### src/rtl/nes_dma_pkg.sv
// Shared types and constants for the NES sprite (OAM) DMA engine.
package nes_dma_pkg;

  typedef enum logic [1:0] {IDLE, ALIGN, READ, WRITE} dma_state_t;

  localparam logic [15:0] OAM_DMA_REG = 16'h4014;
  localparam int          OAM_XFER_BYTES = 256;

endpackage

### src/rtl/oam_dma_ctrl.sv
// Sprite DMA: a CPU write to $4014 stalls the CPU and copies one WRAM page into OAM.
// Optional OAM_DMA_ODD_ALIGN_EN adds a second align cycle when triggered on an odd clock.
module oam_dma_ctrl
  import nes_dma_pkg::*;
#(
  parameter logic [15:0] DMA_REG_ADDR = OAM_DMA_REG,
  parameter int          OAM_BYTES    = OAM_XFER_BYTES
) (
  input  logic        clk,
  input  logic        reset,
  input  logic [15:0] cpu_addr,
  input  logic [7:0]  cpu_data,
  input  logic        cpu_r_nw,
  input  logic [7:0]  wram_rdata,
  output logic [15:0] mem_addr,
  output logic        mem_r_nw,
  output logic        cpu_rdy,
  output logic        oam_dma,
  output logic [7:0]  oam_addr,
  output logic [7:0]  oam_data,
  output logic        oam_we
);

  localparam logic [7:0] LAST_IDX = 8'(OAM_BYTES - 1);

  dma_state_t state_q;
  logic [7:0] page_q, idx_q;
  logic       cpu_rdy_q, oam_dma_q, oam_we_q;
  logic [7:0] oam_addr_q, oam_data_q;
  logic       trig;

  assign trig = (cpu_addr == DMA_REG_ADDR) && !cpu_r_nw;

`ifdef OAM_DMA_ODD_ALIGN_EN
  logic parity_q, extra_q;

  always_ff @(posedge clk) begin
    if (reset) parity_q <= 1'b0;
    else       parity_q <= ~parity_q;
  end
`endif

  always_ff @(posedge clk) begin
    if (reset) begin
      state_q    <= IDLE;
      page_q     <= 8'h00;
      idx_q      <= 8'h00;
      cpu_rdy_q  <= 1'b1;
      oam_dma_q  <= 1'b0;
      oam_we_q   <= 1'b0;
      oam_addr_q <= 8'h00;
      oam_data_q <= 8'h00;
`ifdef OAM_DMA_ODD_ALIGN_EN
      extra_q    <= 1'b0;
`endif
    end else begin
      oam_we_q <= 1'b0;
      case (state_q)
        IDLE: if (trig) begin
          page_q    <= cpu_data;
          idx_q     <= 8'h00;
          cpu_rdy_q <= 1'b0;
          oam_dma_q <= 1'b1;
          state_q   <= ALIGN;
`ifdef OAM_DMA_ODD_ALIGN_EN
          extra_q   <= parity_q;
`endif
        end
        ALIGN: begin
`ifdef OAM_DMA_ODD_ALIGN_EN
          if (extra_q) extra_q <= 1'b0;
          else         state_q <= READ;
`else
          state_q <= READ;
`endif
        end
        READ: state_q <= WRITE;
        WRITE: begin
          // WRAM data for the READ-cycle address is valid now.
          oam_addr_q <= idx_q;
          oam_data_q <= wram_rdata;
          oam_we_q   <= 1'b1;
          idx_q      <= idx_q + 8'h01;
          if (idx_q == LAST_IDX) begin
            state_q   <= IDLE;
            cpu_rdy_q <= 1'b1;
            oam_dma_q <= 1'b0;
          end else begin
            state_q <= READ;
          end
        end
        default: state_q <= IDLE;
      endcase
    end
  end

  // Address mux is the only combinational path through the block.
  assign mem_addr = (state_q == IDLE) ? cpu_addr : {page_q, idx_q};
  assign mem_r_nw = (state_q == IDLE) ? cpu_r_nw : 1'b1;

  assign cpu_rdy  = cpu_rdy_q;
  assign oam_dma  = oam_dma_q;
  assign oam_addr = oam_addr_q;
  assign oam_data = oam_data_q;
  assign oam_we   = oam_we_q;

endmodule

### config.mk
export PLATFORM = sky130hd
export DESIGN_NAME = oam_dma_ctrl
export DESIGN_NICKNAME = d
export VERILOG_FILES = /design/src/rtl/nes_dma_pkg.sv /design/src/rtl/oam_dma_ctrl.sv
export SDC_FILE = /design/constraint.sdc
export NUM_CORES = 1
export LEC_CHECK = 0
export ABC_AREA = 1
export BUFFER_PORTS_ARGS = -buffer_cell sky130_fd_sc_hd__buf_2
export CAP_MARGIN = 15
export CORE_ASPECT_RATIO = 2
export CORE_MARGIN = 2
export CORE_UTILIZATION = 43
export DETAILED_ROUTE_END_ITERATION = 7
export GPL_TIMING_DRIVEN = 0
export MAX_ROUTING_LAYER = met4
export PLACE_DENSITY = 0.75
export SETUP_SLACK_MARGIN = 0.2
export SYNTH_ARGS = -nofsm -noshare
export SYNTH_HDL_FRONTEND = slang
export SYNTH_SLANG_ARGS = --single-unit
### constraint.sdc
create_clock -name clk -period 1.2 [get_ports clk]
set_input_delay 0.06 -clock clk [delete_from_list [all_inputs] [get_ports clk]]
set_output_delay 0.06 -clock clk [all_outputs]
set_load 0.01 [all_outputs]
# Word level (Yosys, flattened, before mapping)
# Cells that the tools add are included.
dict set report word_totals {
  out_inout_bits 36
  ff_bits 37
}
dict set report op_classes {
  add_sub_neg 1
  reduce_logical 7
  eq_ne 7
  muxes 14
}
# operator n
set op_table {}
lappend op_table {{16-bit by 15-bit equality test with 1-bit output, second input constant} 1}
lappend op_table {{16-bit 2-to-1 mux} 1}
lappend op_table {{8-bit case mux with 2 select lines} 1}
lappend op_table {{8-bit by 1-bit adder with 8-bit output, second input constant} 1}
lappend op_table {{8-bit equality test, second input constant} 1}
lappend op_table {{8-bit 2-to-1 mux} 1}
lappend op_table {{2-bit case mux with 4 select lines} 1}
lappend op_table {{1-bit 2-to-1 mux} 6}
lappend op_table {{2-bit equality test, second input constant} 2}
lappend op_table {{2-bit 2-to-1 mux} 2}
lappend op_table {{2-bit != test, second input constant} 2}
lappend op_table {{1-bit case mux with 2 select lines} 2}
lappend op_table {{2-bit AND reduction} 2}
lappend op_table {{3-bit AND reduction} 1}
lappend op_table {{2-bit by 1-bit equality test with 1-bit output, second input constant} 1}
lappend op_table {{2-bit zero test} 1}
lappend op_table {{2-bit nonzero test} 1}
lappend op_table {{1-bit logical AND} 1}
lappend op_table {{1-bit zero test} 1}

# Logic depth before layout (Yosys ltp)
dict set report depth {
  word_depth 4
  depth_mapped 9
  mapped_depth_nobuf 8
}

# Worst setup path before layout
# OpenSTA, ideal clock, no wires.
dict set report synth_path {
  path_kind {register -> register}
  startpoint {register idx_q[0]}
  endpoint {register oam_dma_q, in the netlist oam_dma}
  t_required_ns 1.086
  t_arrival_ns 1.125
  setup_ns 0.114
  synth_period_minus_slack_ns 1.239
  path_slack_ns -0.039
  stages_incl_launch_ff 8
  path_cell_list {dfxtp_1 -> ha_1 -> nand3_1 -> nor2_1 -> nand3_1 -> nand3b_4 -> nand3_1 -> nand2_1}
}
dict set report synth_via {
  elab_chain_len 3
}
# element line_no
set synth_lines {}
lappend synth_lines {{from (decl)} oam_dma_ctrl.sv:27} ;# logic [7:0] page_q, idx_q;
lappend synth_lines {{from (signal assigned)} oam_dma_ctrl.sv:83} ;# idx_q <= idx_q + 8'h01;
lappend synth_lines {{8-bit equality test} oam_dma_ctrl.sv:84} ;# if (idx_q == LAST_IDX) begin
lappend synth_lines {{2-bit != test (no source line)} -}
lappend synth_lines {{3-bit AND reduction (no source line)} -}
lappend synth_lines {{to (signal assigned)} oam_dma_ctrl.sv:49} ;# oam_dma_q <= 1'b0;
lappend synth_lines {{to (signal assigned)} oam_dma_ctrl.sv:63} ;# oam_dma_q <= 1'b1;
lappend synth_lines {{to (signal assigned)} oam_dma_ctrl.sv:87} ;# oam_dma_q <= 1'b0;
lappend synth_lines {{to (decl)} oam_dma_ctrl.sv:28} ;# logic cpu_rdy_q, oam_dma_q, oam_we_q;
# Every way passes these cells.
# A chain may end at the register's enable or synchronous reset.

# Final worst setup path
dict set report layout_path {
  startpoint {register state_q[1]}
  endpoint {output port mem_addr[7]}
}
dict set report layout_via {
  elab_chain_len 2
}
# element line_no
set layout_lines {}
lappend layout_lines {{from (decl)} oam_dma_ctrl.sv:26} ;# dma_state_t state_q;
lappend layout_lines {{from (signal assigned)} oam_dma_ctrl.sv:45} ;# state_q <= IDLE;
lappend layout_lines {{from (signal assigned)} oam_dma_ctrl.sv:64} ;# state_q <= ALIGN;
lappend layout_lines {{from (signal assigned)} oam_dma_ctrl.sv:74} ;# state_q <= READ;
lappend layout_lines {{2-bit zero test} oam_dma_ctrl.sv:98} ;# assign mem_addr = (state_q == IDLE) ? cpu_addr : {page_q, idx_q};
lappend layout_lines {{16-bit 2-to-1 mux} oam_dma_ctrl.sv:98}
lappend layout_lines {{to (decl)} oam_dma_ctrl.sv:15} ;# output logic [15:0] mem_addr,
# Every way passes these cells.

==> out/results.txt <==
Max rail drop VDD: 0.001395 V
clock sink total: 37
Die Y: 94.30 um
hold path depth: 3
Final Hold Fails: 1
Worst path slowest cell: dfxtp_4
Routed WL: 6758 um
Final HPWL DP: 3532 um
GRT Resource Usage Total: 26.69%
CTS tree: done
synth unique cells: 25
Setup Viol. Count Final: 43
Worst Setup Slack, final: -0.2230 ns
Max Clock Freq: 0.7028 GHz
worst reg2reg endpoint: idx_q[2]
Routed Antenna Nets: 0
Cells after DPL: 369
Die Area: 0.004634 mm^2
Final Max Slew Viols: 0
Ports: 71
CP delay by family, top: buffers and inverters
nature of the critical path startpoint: flip-flop
Power Total: 2.596 mW
DR DRC count: 0
GRT Residual Overflow: 0
layout cell share with drive strength beyond 1: 60.28%
critical path's largest stage delay: 0.36 ns
clk_skew: 0.01643 ns
area of the core: 0.003884 mm^2
CP arrival: 1.36 ns
crit-path max FO: 5
first-pass GRT wire length: 9114 um
Skew-Pair Late Insertion Delay: 0.30 ns
1st-pass router iterations: 4
worst path cell trace: nor2_4 -> buf_12 -> buf_8 -> buf_6 -> o21ai_2 -> buf_2
clk root buf: clkbuf_8
crit share post-route: 118.6%
Clock Tree Buf Depth: 2
critical path class: flip-flop to output pin
launching point of the worst reg2reg path: state_q[1]
Worst Path Required: 1.14 ns
leak pwr: 1.412 nW
vias in the first global route: 1975
GP Congestion: 0.9271
Max-Cap Viols: 0
unrepaired setup endpoints after global routing: true
Slew @ Worst Pin: 0.7710 ns
sequential area share after synthesis: 42.26%
Layout Cells excl Fill: 406
CP endpoint kind: output pin
Slew headroom: 48.60%
die width: 49.15 um
net count after synthesis: 284
worst path bufs/invs: 4
commonest non-fill, non-tap cell in the layout: buf_2
port bufs: 70
WHS: -0.0005219 ns
via count: 2133
worst r2r path cells: 7
synthesis-to-layout area growth: 77.23%
Core Rows: 32
largest net degree at the start of global routing: 12
H-tree depth: 2
number of diodes: 0
flops & latches, synth: 37
Tmin final: 1.423 ns
drt initial violations: 63
most frequent cells in the layout: buf_2, dfxtp_1, nand2_1
WL/cell: 16.65 um
outcome: finished, violations left
Hold Path End: oam_data[7]
vias per cell: 5.254
Initial Util: 45.14%
initial antenna violation count: 0
post-synthesis cell count: 248
reg2reg setup slack: -0.17 ns
pwr/cell area: 835.6 mW/mm^2
min-delay src: wram_rdata[7]
CTS Buf Count: 5
layout net count: 390
YS warnings: 0
syn avg cell area: 7.068 um^2
Hold Crit Class: input port to flip-flop
netlist area before placement: 0.001753 mm^2
clk slew on worst S/H paths: 0.08 ns
failing checks: negative hold slack, negative setup slack
==> how the worst max path moves through the flow <==
stage	end	from	cells after the start	slack (ns)
floorplan	oam_dma	idx_q[1]	7	0.03
global placement	oam_dma	idx_q[1]	7	-0.12
detailed placement	oam_dma	idx_q[1]	7	-0.14
CTS	mem_addr[1]	state_q[0]	6	-0.18
global route	mem_addr[7]	state_q[1]	6	-0.26
finish	mem_addr[7]	state_q[1]	6	-0.22
==> worst register-to-register path, delay by kind of cell (launching register included) <==
| kind | cells | cell delay (ns) |
|---|---|---|
| and+or+nand+nor | 3 | 0.36 |
| AOI/OAI and AO/OA | 1 | 0.06 |
| DFF | 1 | 0.36 |
| buffers and inverters | 3 | 0.45 |
==> layout make-up <==
class                   count  area [um^2]
repair buffers             99        684.4
flip-flops and latches     37        757.0
clock buffers               7        86.33
well taps                  51        63.81
plain buffers              12        140.1
fillers                   256        777.0
multi-input cells         169         1227
clock inverters             1        30.03
inverters                  30        117.6
==> stage by stage <==
step | worst slack [ns] | cell area (um^2) | utilization, % | setup TNS, ns
2_1_floorplan | 0.03222 | 1792 | - | 0
3_3_place_gp | -0.1205 | 2206 | 56.80 | -0.3914
3_5_place_dp | -0.1385 | 2206 | 56.80 | -0.7691
4_1_cts | -0.1830 | 2675 | 68.88 | -4.355
5_1_grt | -0.2576 | 3107 | 79.99 | -8.004
6_report | -0.2230 | 3107 | 79.99 | -6.027
==> state kept, by name (all words and copies together), names as in the netlist <==
register / count
page_q: 8
cpu_rdy: 1
oam_we: 1
state_q: 2
oam_data: 8
oam_dma: 1
idx_q: 8
oam_addr: 8
==> cells in the mapped netlist <==
cell type | count | area share (%)
buf_4 | 1 | 0.43
nand4_1 | 1 | 0.36
buf_2 | 1 | 0.29
inv_1 | 29 | 6.2
nor2_4 | 2 | 1.3
clkbuf_1 | 6 | 1.3
nand2_1 | 43 | 9.2
nand3_1 | 15 | 4.3
a21oi_1 | 13 | 3.7
nand3_2 | 2 | 1.1
nor2_1 | 38 | 8.1
dfxtp_1 | 37 | 42
o21ai_0 | 32 | 9.1
inv_2 | 1 | 0.21
o21ai_1 | 8 | 2.3
nand3b_4 | 1 | 1.1
nand2_2 | 1 | 0.36
ha_1 | 1 | 0.71
or2_2 | 1 | 0.36
a211oi_1 | 2 | 0.86
nand3b_1 | 2 | 0.86
nor3_1 | 3 | 0.86
nand3_4 | 1 | 1.0
nor2_2 | 3 | 1.1
buf_6 | 4 | 2.6
==> report_power, final <==
part	leakage [nW]	total, mW	switching (mW)	internal, mW
clock	0.0585	1.14	0.463	0.678
sequential	0.302	1.22	0.00000301	1.22
combinational	1.05	0.237	0.132	0.106
total	1.41	2.60	0.595	2.00
==> kinds of logic after synthesis <==
family          after synthesis  share of synthesized area [%]
simple gates                113                          30.05
compound gates               55                          15.99
buf+inv                      42                          10.99
flops                        37                          42.26
fa+ha+maj                     1                         0.7137
==> timing repair <==
action,4_1_cts,5_1_grt
endpoints found under the hold margin,2,0
hold buffers,2,0
buffers inserted,16,4
gates cloned,5,2
endpoints found under the setup margin,52,52
pin swaps,5,15
resized for setup,59,105
==> metal layers <==
| metal | GRT usage, % | wire, um | vias to the layer above |
|---|---|---|---|
| met1 | 26.07 | 2291 | 1008 |
| met4 | 14.52 | 302 | 0 |
| met2 | 49.44 | 3873 | 86 |
| met5 | - | 0 | - |
| met3 | 3.662 | 291 | 25 |
| li1 | - | - | 1014 |
No activity file was read; power rests on OpenSTA's default activity.
